$ cat config.mk
export PLATFORM = sky130hd
export DESIGN_NAME = z80_stack_seq
export DESIGN_NICKNAME = d
export VERILOG_FILES = /design/src/rtl/z80_stack_seq.sv
export SDC_FILE = /design/constraint.sdc
export NUM_CORES = 1
export LEC_CHECK = 0
export ABC_AREA = 1
export CAP_MARGIN = 20
export CORE_AREA = 2 2 124 114
export CTS_CLUSTER_DIAMETER = 200
export DETAILED_ROUTE_END_ITERATION = 6
export DIE_AREA = 0 0 126 116
export PLACE_DENSITY = 0.71
export RECOVER_POWER = 100
export SYNTH_ARGS = -nofsm -noshare
export SYNTH_HDL_FRONTEND = slang
export SYNTH_SLANG_ARGS = --single-unit
$ cat constraint.sdc
create_clock -name clk -period 2 [get_ports clk]
set_clock_uncertainty 0.2 [all_clocks]
set_input_delay 0.4 -clock clk [delete_from_list [all_inputs] [get_ports clk]]
set_output_delay 0.4 -clock clk [all_outputs]
set_load 0.02 [all_outputs]
$ cat src/rtl/z80_stack_seq.sv
// z80_stack_seq: 16-bit PUSH/POP over a byte memory port in two handshaked beats; done 3 cycles after accept plus mem_ack waits.
// req_ready only in IDLE, each beat stalls on mem_ack (optional WAIT_LIMIT timeout); Z80FI_STACK_TRACE_EN adds the trace port.
module z80_stack_seq #(
  parameter int WAIT_LIMIT = 0
) (
  input  logic        clk,
  input  logic        reset_n,
  input  logic        req_valid,
  output logic        req_ready,
  input  logic        req_push,
  input  logic [15:0] req_data,
  input  logic [15:0] sp_in,
  output logic        done,
  output logic        err,
  output logic [15:0] pop_data,
  output logic [15:0] sp_out,
  output logic        mem_req,
  output logic        mem_we,
  output logic [15:0] mem_addr,
  output logic [7:0]  mem_wdata,
  input  logic        mem_ack,
  input  logic [7:0]  mem_rdata
`ifdef Z80FI_STACK_TRACE_EN
  ,
  output logic        trace_valid,
  output logic        trace_push,
  output logic [15:0] trace_addr1,
  output logic [15:0] trace_addr2,
  output logic [15:0] trace_data
`endif
);

  typedef enum logic [1:0] {
    IDLE  = 2'd0,
    BEAT1 = 2'd1,
    BEAT2 = 2'd2,
    FIN   = 2'd3
  } state_t;

  localparam logic [16:0] LIMIT = 17'(WAIT_LIMIT);

  state_t      state_q, state_d;
  logic        push_q, push_d;
  logic [15:0] sp_q, sp_d;
  logic [15:0] data_q, data_d;
  logic [7:0]  lo_q, lo_d;
  logic [15:0] wait_q, wait_d;
  logic        done_q, done_d;
  logic        err_q, err_d;
  logic [15:0] pop_data_q, pop_data_d;
  logic [15:0] sp_out_q, sp_out_d;
  logic        mem_req_q, mem_req_d;
  logic        mem_we_q, mem_we_d;
  logic [15:0] mem_addr_q, mem_addr_d;
  logic [7:0]  mem_wdata_q, mem_wdata_d;

`ifdef Z80FI_STACK_TRACE_EN
  logic        trace_valid_q, trace_valid_d;
  logic        trace_push_q, trace_push_d;
  logic [15:0] trace_addr1_q, trace_addr1_d;
  logic [15:0] trace_addr2_q, trace_addr2_d;
  logic [15:0] trace_data_q, trace_data_d;
`endif

  logic        in_beat;
  logic        beat_ack;
  logic        beat_timeout;
  logic [16:0] wait_next;

  assign in_beat   = (state_q == BEAT1) || (state_q == BEAT2);
  assign beat_ack  = in_beat && mem_req_q && mem_ack;
  assign wait_next = {1'b0, wait_q} + 17'd1;
  // An ack on the same edge wins over the timeout.
  assign beat_timeout = in_beat && !mem_ack && (LIMIT != 17'd0) && (wait_next == LIMIT);

  always_comb begin
    state_d     = state_q;
    push_d      = push_q;
    sp_d        = sp_q;
    data_d      = data_q;
    lo_d        = lo_q;
    wait_d      = wait_q;
    done_d      = 1'b0;
    err_d       = 1'b0;
    pop_data_d  = pop_data_q;
    sp_out_d    = sp_out_q;
    mem_req_d   = mem_req_q;
    mem_we_d    = mem_we_q;
    mem_addr_d  = mem_addr_q;
    mem_wdata_d = mem_wdata_q;
`ifdef Z80FI_STACK_TRACE_EN
    trace_valid_d = 1'b0;
    trace_push_d  = trace_push_q;
    trace_addr1_d = trace_addr1_q;
    trace_addr2_d = trace_addr2_q;
    trace_data_d  = trace_data_q;
`endif

    case (state_q)
      IDLE: begin
        if (req_valid) begin
          state_d     = BEAT1;
          push_d      = req_push;
          sp_d        = sp_in;
          data_d      = req_data;
          wait_d      = 16'd0;
          mem_req_d   = 1'b1;
          mem_we_d    = req_push;
          mem_addr_d  = req_push ? (sp_in - 16'd1) : sp_in;
          mem_wdata_d = req_push ? req_data[15:8] : 8'h00;
        end
      end

      BEAT1: begin
        if (beat_ack) begin
          state_d     = BEAT2;
          lo_d        = mem_rdata;
          wait_d      = 16'd0;
          mem_addr_d  = push_q ? (sp_q - 16'd2) : (sp_q + 16'd1);
          mem_wdata_d = push_q ? data_q[7:0] : 8'h00;
        end else if (beat_timeout) begin
          state_d   = FIN;
          err_d     = 1'b1;
          sp_out_d  = sp_q;
          wait_d    = 16'd0;
          mem_req_d = 1'b0;
          mem_we_d  = 1'b0;
        end else begin
          wait_d = wait_next[15:0];
        end
      end

      BEAT2: begin
        if (beat_ack) begin
          state_d   = FIN;
          done_d    = 1'b1;
          wait_d    = 16'd0;
          mem_req_d = 1'b0;
          mem_we_d  = 1'b0;
          sp_out_d  = push_q ? (sp_q - 16'd2) : (sp_q + 16'd2);
          if (!push_q) begin
            pop_data_d = {mem_rdata, lo_q};
          end
`ifdef Z80FI_STACK_TRACE_EN
          trace_valid_d = 1'b1;
          trace_push_d  = push_q;
          trace_addr1_d = push_q ? (sp_q - 16'd1) : sp_q;
          trace_addr2_d = push_q ? (sp_q - 16'd2) : (sp_q + 16'd1);
          trace_data_d  = push_q ? data_q : {mem_rdata, lo_q};
`endif
        end else if (beat_timeout) begin
          // The BEAT1 byte in lo_q is simply never used.
          state_d   = FIN;
          err_d     = 1'b1;
          sp_out_d  = sp_q;
          wait_d    = 16'd0;
          mem_req_d = 1'b0;
          mem_we_d  = 1'b0;
        end else begin
          wait_d = wait_next[15:0];
        end
      end

      FIN: begin
        state_d = IDLE;
      end

      default: begin
        state_d = IDLE;
      end
    endcase
  end

  always_ff @(posedge clk or negedge reset_n) begin
    if (!reset_n) begin
      state_q     <= IDLE;
      push_q      <= 1'b0;
      sp_q        <= 16'h0000;
      data_q      <= 16'h0000;
      lo_q        <= 8'h00;
      wait_q      <= 16'h0000;
      done_q      <= 1'b0;
      err_q       <= 1'b0;
      pop_data_q  <= 16'h0000;
      sp_out_q    <= 16'h0000;
      mem_req_q   <= 1'b0;
      mem_we_q    <= 1'b0;
      mem_addr_q  <= 16'h0000;
      mem_wdata_q <= 8'h00;
    end else begin
      state_q     <= state_d;
      push_q      <= push_d;
      sp_q        <= sp_d;
      data_q      <= data_d;
      lo_q        <= lo_d;
      wait_q      <= wait_d;
      done_q      <= done_d;
      err_q       <= err_d;
      pop_data_q  <= pop_data_d;
      sp_out_q    <= sp_out_d;
      mem_req_q   <= mem_req_d;
      mem_we_q    <= mem_we_d;
      mem_addr_q  <= mem_addr_d;
      mem_wdata_q <= mem_wdata_d;
    end
  end

`ifdef Z80FI_STACK_TRACE_EN
  always_ff @(posedge clk or negedge reset_n) begin
    if (!reset_n) begin
      trace_valid_q <= 1'b0;
      trace_push_q  <= 1'b0;
      trace_addr1_q <= 16'h0000;
      trace_addr2_q <= 16'h0000;
      trace_data_q  <= 16'h0000;
    end else begin
      trace_valid_q <= trace_valid_d;
      trace_push_q  <= trace_push_d;
      trace_addr1_q <= trace_addr1_d;
      trace_addr2_q <= trace_addr2_d;
      trace_data_q  <= trace_data_d;
    end
  end

  assign trace_valid = trace_valid_q;
  assign trace_push  = trace_push_q;
  assign trace_addr1 = trace_addr1_q;
  assign trace_addr2 = trace_addr2_q;
  assign trace_data  = trace_data_q;
`endif

  assign req_ready = (state_q == IDLE);
  assign done      = done_q;
  assign err       = err_q;
  assign pop_data  = pop_data_q;
  assign sp_out    = sp_out_q;
  assign mem_req   = mem_req_q;
  assign mem_we    = mem_we_q;
  assign mem_addr  = mem_addr_q;
  assign mem_wdata = mem_wdata_q;

endmodule

# Word-level counts from Yosys, hierarchy flattened
# Index checks and enable logic that the tools add are counted.
dict set report totals {
  reg_bits 94
  in_bits 45
  out_inout_bits 61
  wordCells 58
}
dict set report op_classes {
  addsub 4
  eq_ne 6
  muxes 22
  bitwise_logic 1
  n_reduce_logical 13
}
# op n
set ops {}
lappend ops {{$mux W16} 5}
lappend ops {{$mux W8} 4}
lappend ops {{$pmux W16 S2} 1}
lappend ops {{$add A16 B1 Y16 const B} 1}
lappend ops {{$add A16 B2 Y16 const B} 1}
lappend ops {{$pmux W8 S2} 1}
lappend ops {{$sub A16 B1 Y16 const B} 1}
lappend ops {{$sub A16 B2 Y16 const B} 1}
lappend ops {{$reduce_and A3 Y1} 4}
lappend ops {{$pmux W2 S4} 1}
lappend ops {{$mux W2} 3}
lappend ops {{$ne A2 B2 Y1 const B} 3}
lappend ops {{$reduce_and A2 Y1} 3}
lappend ops {{$mux W1} 5}
lappend ops {{$eq A2 B2 Y1 const B} 2}
lappend ops {{$pmux W1 S2} 2}
lappend ops {{$reduce_bool A2 Y1} 2}
lappend ops {{$eq A2 B1 Y1 const B} 1}
lappend ops {{$logic_and A1 B1 Y1} 2}
lappend ops {{$logic_not A2 Y1} 1}
lappend ops {{$logic_or A1 B1 Y1} 1}
lappend ops {{$not A1 Y1} 1}

# Logic depth before layout (Yosys ltp)
dict set report logic_depth {
  word_depth 6
  depth_mapped 13
  mapped_depth_nobuf 13
}

# Worst setup path before layout
# No wires, ideal clock.
dict set report synth_timing {
  path_type {reg-to-reg}
  startpoint {register state_q[0]}
  endpoint {register pop_data_q[4] (netlist: pop_data[4])}
  setup_ns 0.125
  arrival_ns 1.556
  required_time_ns 1.675
  slack_ns 0.119
  path_stages_with_launch 8
  path_buffers 1
  synth_period_minus_slack_ns 1.881
  cell_sequence {dfrtp_1 > inv_1 > ha_1 > nand3_1 > nor2_1 > nand2_1 > buf_2 > mux2_2}
}
dict set report synth_between {
  elab_chain_len 5
  elab_cells_between_ends 6
  classes_between {2 x eq/ne; 4 x reduce/logical}
}
# item line
set synth_rtl {}
lappend synth_rtl {{start: declaration} 42} ;# state_t state_q, state_d;
lappend synth_rtl {{start signal: assignment} 191} ;# state_q <= state_d;
lappend synth_rtl {{$eq A2 B1 Y1 or $eq A2 B2 Y1 (tied branches)} {70, 99}}
lappend synth_rtl {{$logic_or A1 B1 Y1} 70} ;# assign in_beat = (state_q == BEAT1) || (state_q == BEAT2);
lappend synth_rtl {{$logic_and A1 B1 Y1 (2 in a row)} 71} ;# assign beat_ack = in_beat && mem_req_q && mem_ack;
lappend synth_rtl {{$reduce_and A3 Y1 (no source line) (*)} -}
lappend synth_rtl {{end signal: assignment} 199} ;# pop_data_q <= pop_data_d;
lappend synth_rtl {{end: declaration} 50} ;# logic [15:0] pop_data_q, pop_data_d;
# Mark *: on every way between the ends. The rest lies on a longest branch, timed or not.
# A chain may end at the register's enable or synchronous reset.

# Worst setup path after layout
dict set report layout_timing {
  startpoint {register mem_wdata_q[7] (netlist: mem_wdata[7])}
  endpoint {output port mem_wdata[7]}
}
# item line
set layout_rtl {}
lappend layout_rtl {{start: declaration} 55} ;# logic [7:0] mem_wdata_q, mem_wdata_d;
lappend layout_rtl {{start signal: assignment} 204} ;# mem_wdata_q <= mem_wdata_d;
lappend layout_rtl {{end: declaration} 20} ;# output logic [7:0] mem_wdata,
# No word-level cell between the ends.

==> flow_summary.json <==
{
  "core_area_um2": 13210,
  "post-route-util_pct": 55.26,
  "synth_area_leaders": "dfrtp_1 45%, nand2_1 14%, o21ai_0 9.4%",
  "cts-buffers-inserted": 9,
  "cts_tree": "done",
  "synthAdderAreaFrac_pct": 1.688,
  "portBuffers": 104,
  "antenna_cells": 0,
  "fin_area_um2": 7301,
  "cts.path.max_buffers": 2,
  "maxCapViolCount": 0,
  "synth_top_area_share_pct": 45.32,
  "synthMuxAreaShare_pct": 1.736,
  "final_hold_viol_count": 0,
  "die_h_um": 116,
  "areaGrowthSynthToFinish_pct": 40.67,
  "cts.sinks": 94,
  "dp_hpwl_um": 11230,
  "crit_buf_inv": 1,
  "ys_seq_elements": 94,
  "slowest_delay_ns": 0.62,
  "htree_levels": 3,
  "hold_path_class": "reg -> reg",
  "row_count": 40,
  "period_share_pct": 97.67,
  "antenna_found_initial": 0,
  "wirelength_um": 15290,
  "synthesis.area_um2": 5190,
  "synthesis.nets": 755,
  "hold-worst-slack_ns": 0.2773,
  "synth-xor-area-share_pct": 1.350,
  "cpLargestDelayFamily": "buffers and inverters",
  "multi_input_area_um2": 2552,
  "synthTopCellsByCount": "189 x nand2_1, 97 x o21ai_0, 94 x dfrtp_1",
  "synthCells": 703,
  "async_flop_share_pct": 100.0,
  "crit_fanout": 2,
  "status": "complete, no violations",
  "grt_pass1_wl_um": 24620,
  "tightest_slew_ns": 0.9233,
  "critPathKind": "reg -> out",
  "final.fill_count": 1253,
  "clock_latency_ns": 0.36,
  "dp_cells": 1000,
  "synth-compound-area-share_pct": 14.39,
  "nets": 902,
  "setup_viol": 0,
  "clk_pin_slew_worst_paths_ns": 0.07,
  "fin_crit_ns": 1.953,
  "antenna_left": 0,
  "place_area_um2": 6792,
  "grt_pass1_vias": 4777,
  "io_pins": 106,
  "drive_gt1_share_pct": 16.26,
  "start_kind": "flip-flop",
  "power.density_nw_per_um2": 1557,
  "layout_setup_ws_ns": 0.04663,
  "root_buffer": "clkbuf_16",
  "yosysSeqAreaShare_pct": 45.32,
  "grt_max_degree": 37,
  "yosysWarnings": 0,
  "synth_top_family_by_area": "simple AND/OR/NAND/NOR gates",
  "yosysMostFrequentCell": "nand2_1",
  "globalplace.congestion": 0.9616,
  "die_area_um2": 14620,
  "vias": 5159,
  "yosysTopAreaCell": "dfrtp_1",
  "dp_slack_ns": -0.3648,
  "overflow": 0,
  "track_usage_pct": 21.25,
  "max_slew_margin_pct": 38.45,
  "synth_edf_count": 0,
  "fp.dieW_um": 126,
  "cp_data_required_time_ns": 1.40,
  "regArea_um2": 2360,
  "drc_errors": 0,
  "r2r_slack_ns": 0.11,
  "drtIter0Drc": 394,
  "synth-simple-area-share_pct": 26.81,
  "synth.avg_cell_area_um2": 7.383,
  "p_leak_nw": 3.419,
  "netlist-cell-type-count": 31,
  "drv_slew": 0,
  "ys_dominant_reg_cell": "dfrtp_1",
  "arrival_ns": 1.35,
  "drt-pass1-iter-count": 6,
  "fin_cells": 1023,
  "cp_slowest_cell": "clkdlybuf4s50_1",
  "path_cells": "clkdlybuf4s50_1",
  "vias_per_cell": 5.043,
  "worstSetupEndpointType": "output port",
  "start_util_pct": 39.28,
  "fmax_ghz": 0.5119,
  "ir_worst_vdd_uv": 815.3,
  "wl_per_cell_um": 14.95
}
==> cell type report <==
| type | instances | share of cell area, % |
|---|---|---|
| Clock buffer | 9 | 3.085 |
| Clock inverter | 7 | 1.148 |
| Inverter | 77 | 3.959 |
| Multi-Input combinational cell | 498 | 34.96 |
| Sequential cell | 94 | 32.32 |
| Tap cell | 168 | 2.879 |
| Timing Repair Buffer | 170 | 21.65 |
==> routing by layer <==
metal  up-vias  GRT usage, %  share of wire [%]
li1       2576             -                  -
met1      2379         28.55                 45
met2       181         32.58                 45
met3        23         7.110                8.2
met4         0         7.033                2.2
met5         -             0                  0
==> path summary, 6_finish.rpt <==
check,depth (start not counted),from,end
worst max-delay path,1,mem_wdata[7],mem_wdata[7]
worst min-delay path,2,mem_wdata[5],mem_wdata[5]
worst max register to register,10,sp_q[1],sp_out[13]
worst min register to register,2,mem_wdata[5],mem_wdata[5]
max in group asynchronous,3,reset_n,mem_addr[7]
min in group asynchronous,2,reset_n,sp_q[9]
==> power by group <==
part           switching (mW)  internal, mW
clock network           0.896         0.902
logic                    3.54          2.61
registers               0.659          2.76
total                    5.10          6.27
==> kinds of logic after synthesis <==
logic type / count (synthesis)
AO/OA/AOI/OAI: 142
XOR/XNOR: 8
adder cells (fa/ha/maj): 7
buffers and inverters: 111
flip-flops: 94
multiplexers: 8
other: 1
AND/OR/NAND/NOR: 332
==> state kept, by name (all words and copies together), names as in the netlist <==
| name | flops |
|---|---|
| data_q | 8 |
| state_q | 2 |
| sp_out | 16 |
| sp_q | 16 |
| lo_q | 8 |
| done | 1 |
| mem_addr | 16 |
| mem_req | 1 |
| push_q | 1 |
| mem_wdata | 8 |
| mem_we | 1 |
| pop_data | 16 |
==> cell usage in the layout (no fill, tap or decap), drive strengths merged, types with 2 or more instances in the layout <==
cell type	count
a21oi	22
a31oi	15
buf	60
clkbuf	18
clkdlybuf4s50	98
clkinv	2
dfrtp	94
ha	7
inv	82
mux2	8
nand2	190
nand3	73
nand4	6
nor2	60
o211ai	2
o21ai	98
o31ai	2
or2	2
xor2	8
==> repair_timing <==
item / in CTS / in global routing
hold buffers: 1 / 0
resized for setup: 9 / 55
pin swaps: 0 / 10
setup endpoints to repair: 8 / 48
gates cloned: 0 / 2
endpoints found under the hold margin: 54 / 0
setup buffers: 0 / 5
==> worst register-to-register path, stage by stage, from the launching register on <==
cell and delay (ns):
dfrtp_2 0.45, inv_2 0.10, ha_4 0.14, nand3_2 0.10, buf_4 0.17, nor2_4 0.12
nand2_1 0.07, nand2_1 0.08, nand3_2 0.09, buf_4 0.15, a31oi_1 0.15
==> per-stage QoR <==
step / power [mW] / setup TNS (ns)
after global placement: 9.214 / -3.836
after floorplan: 6.695 / 0
after global routing: 12.29 / -0.05792
after CTS: 11.16 / 0
final: 11.37 / 0
after detailed placement: 9.280 / -4.841
(Power assumes the default switching activity.)
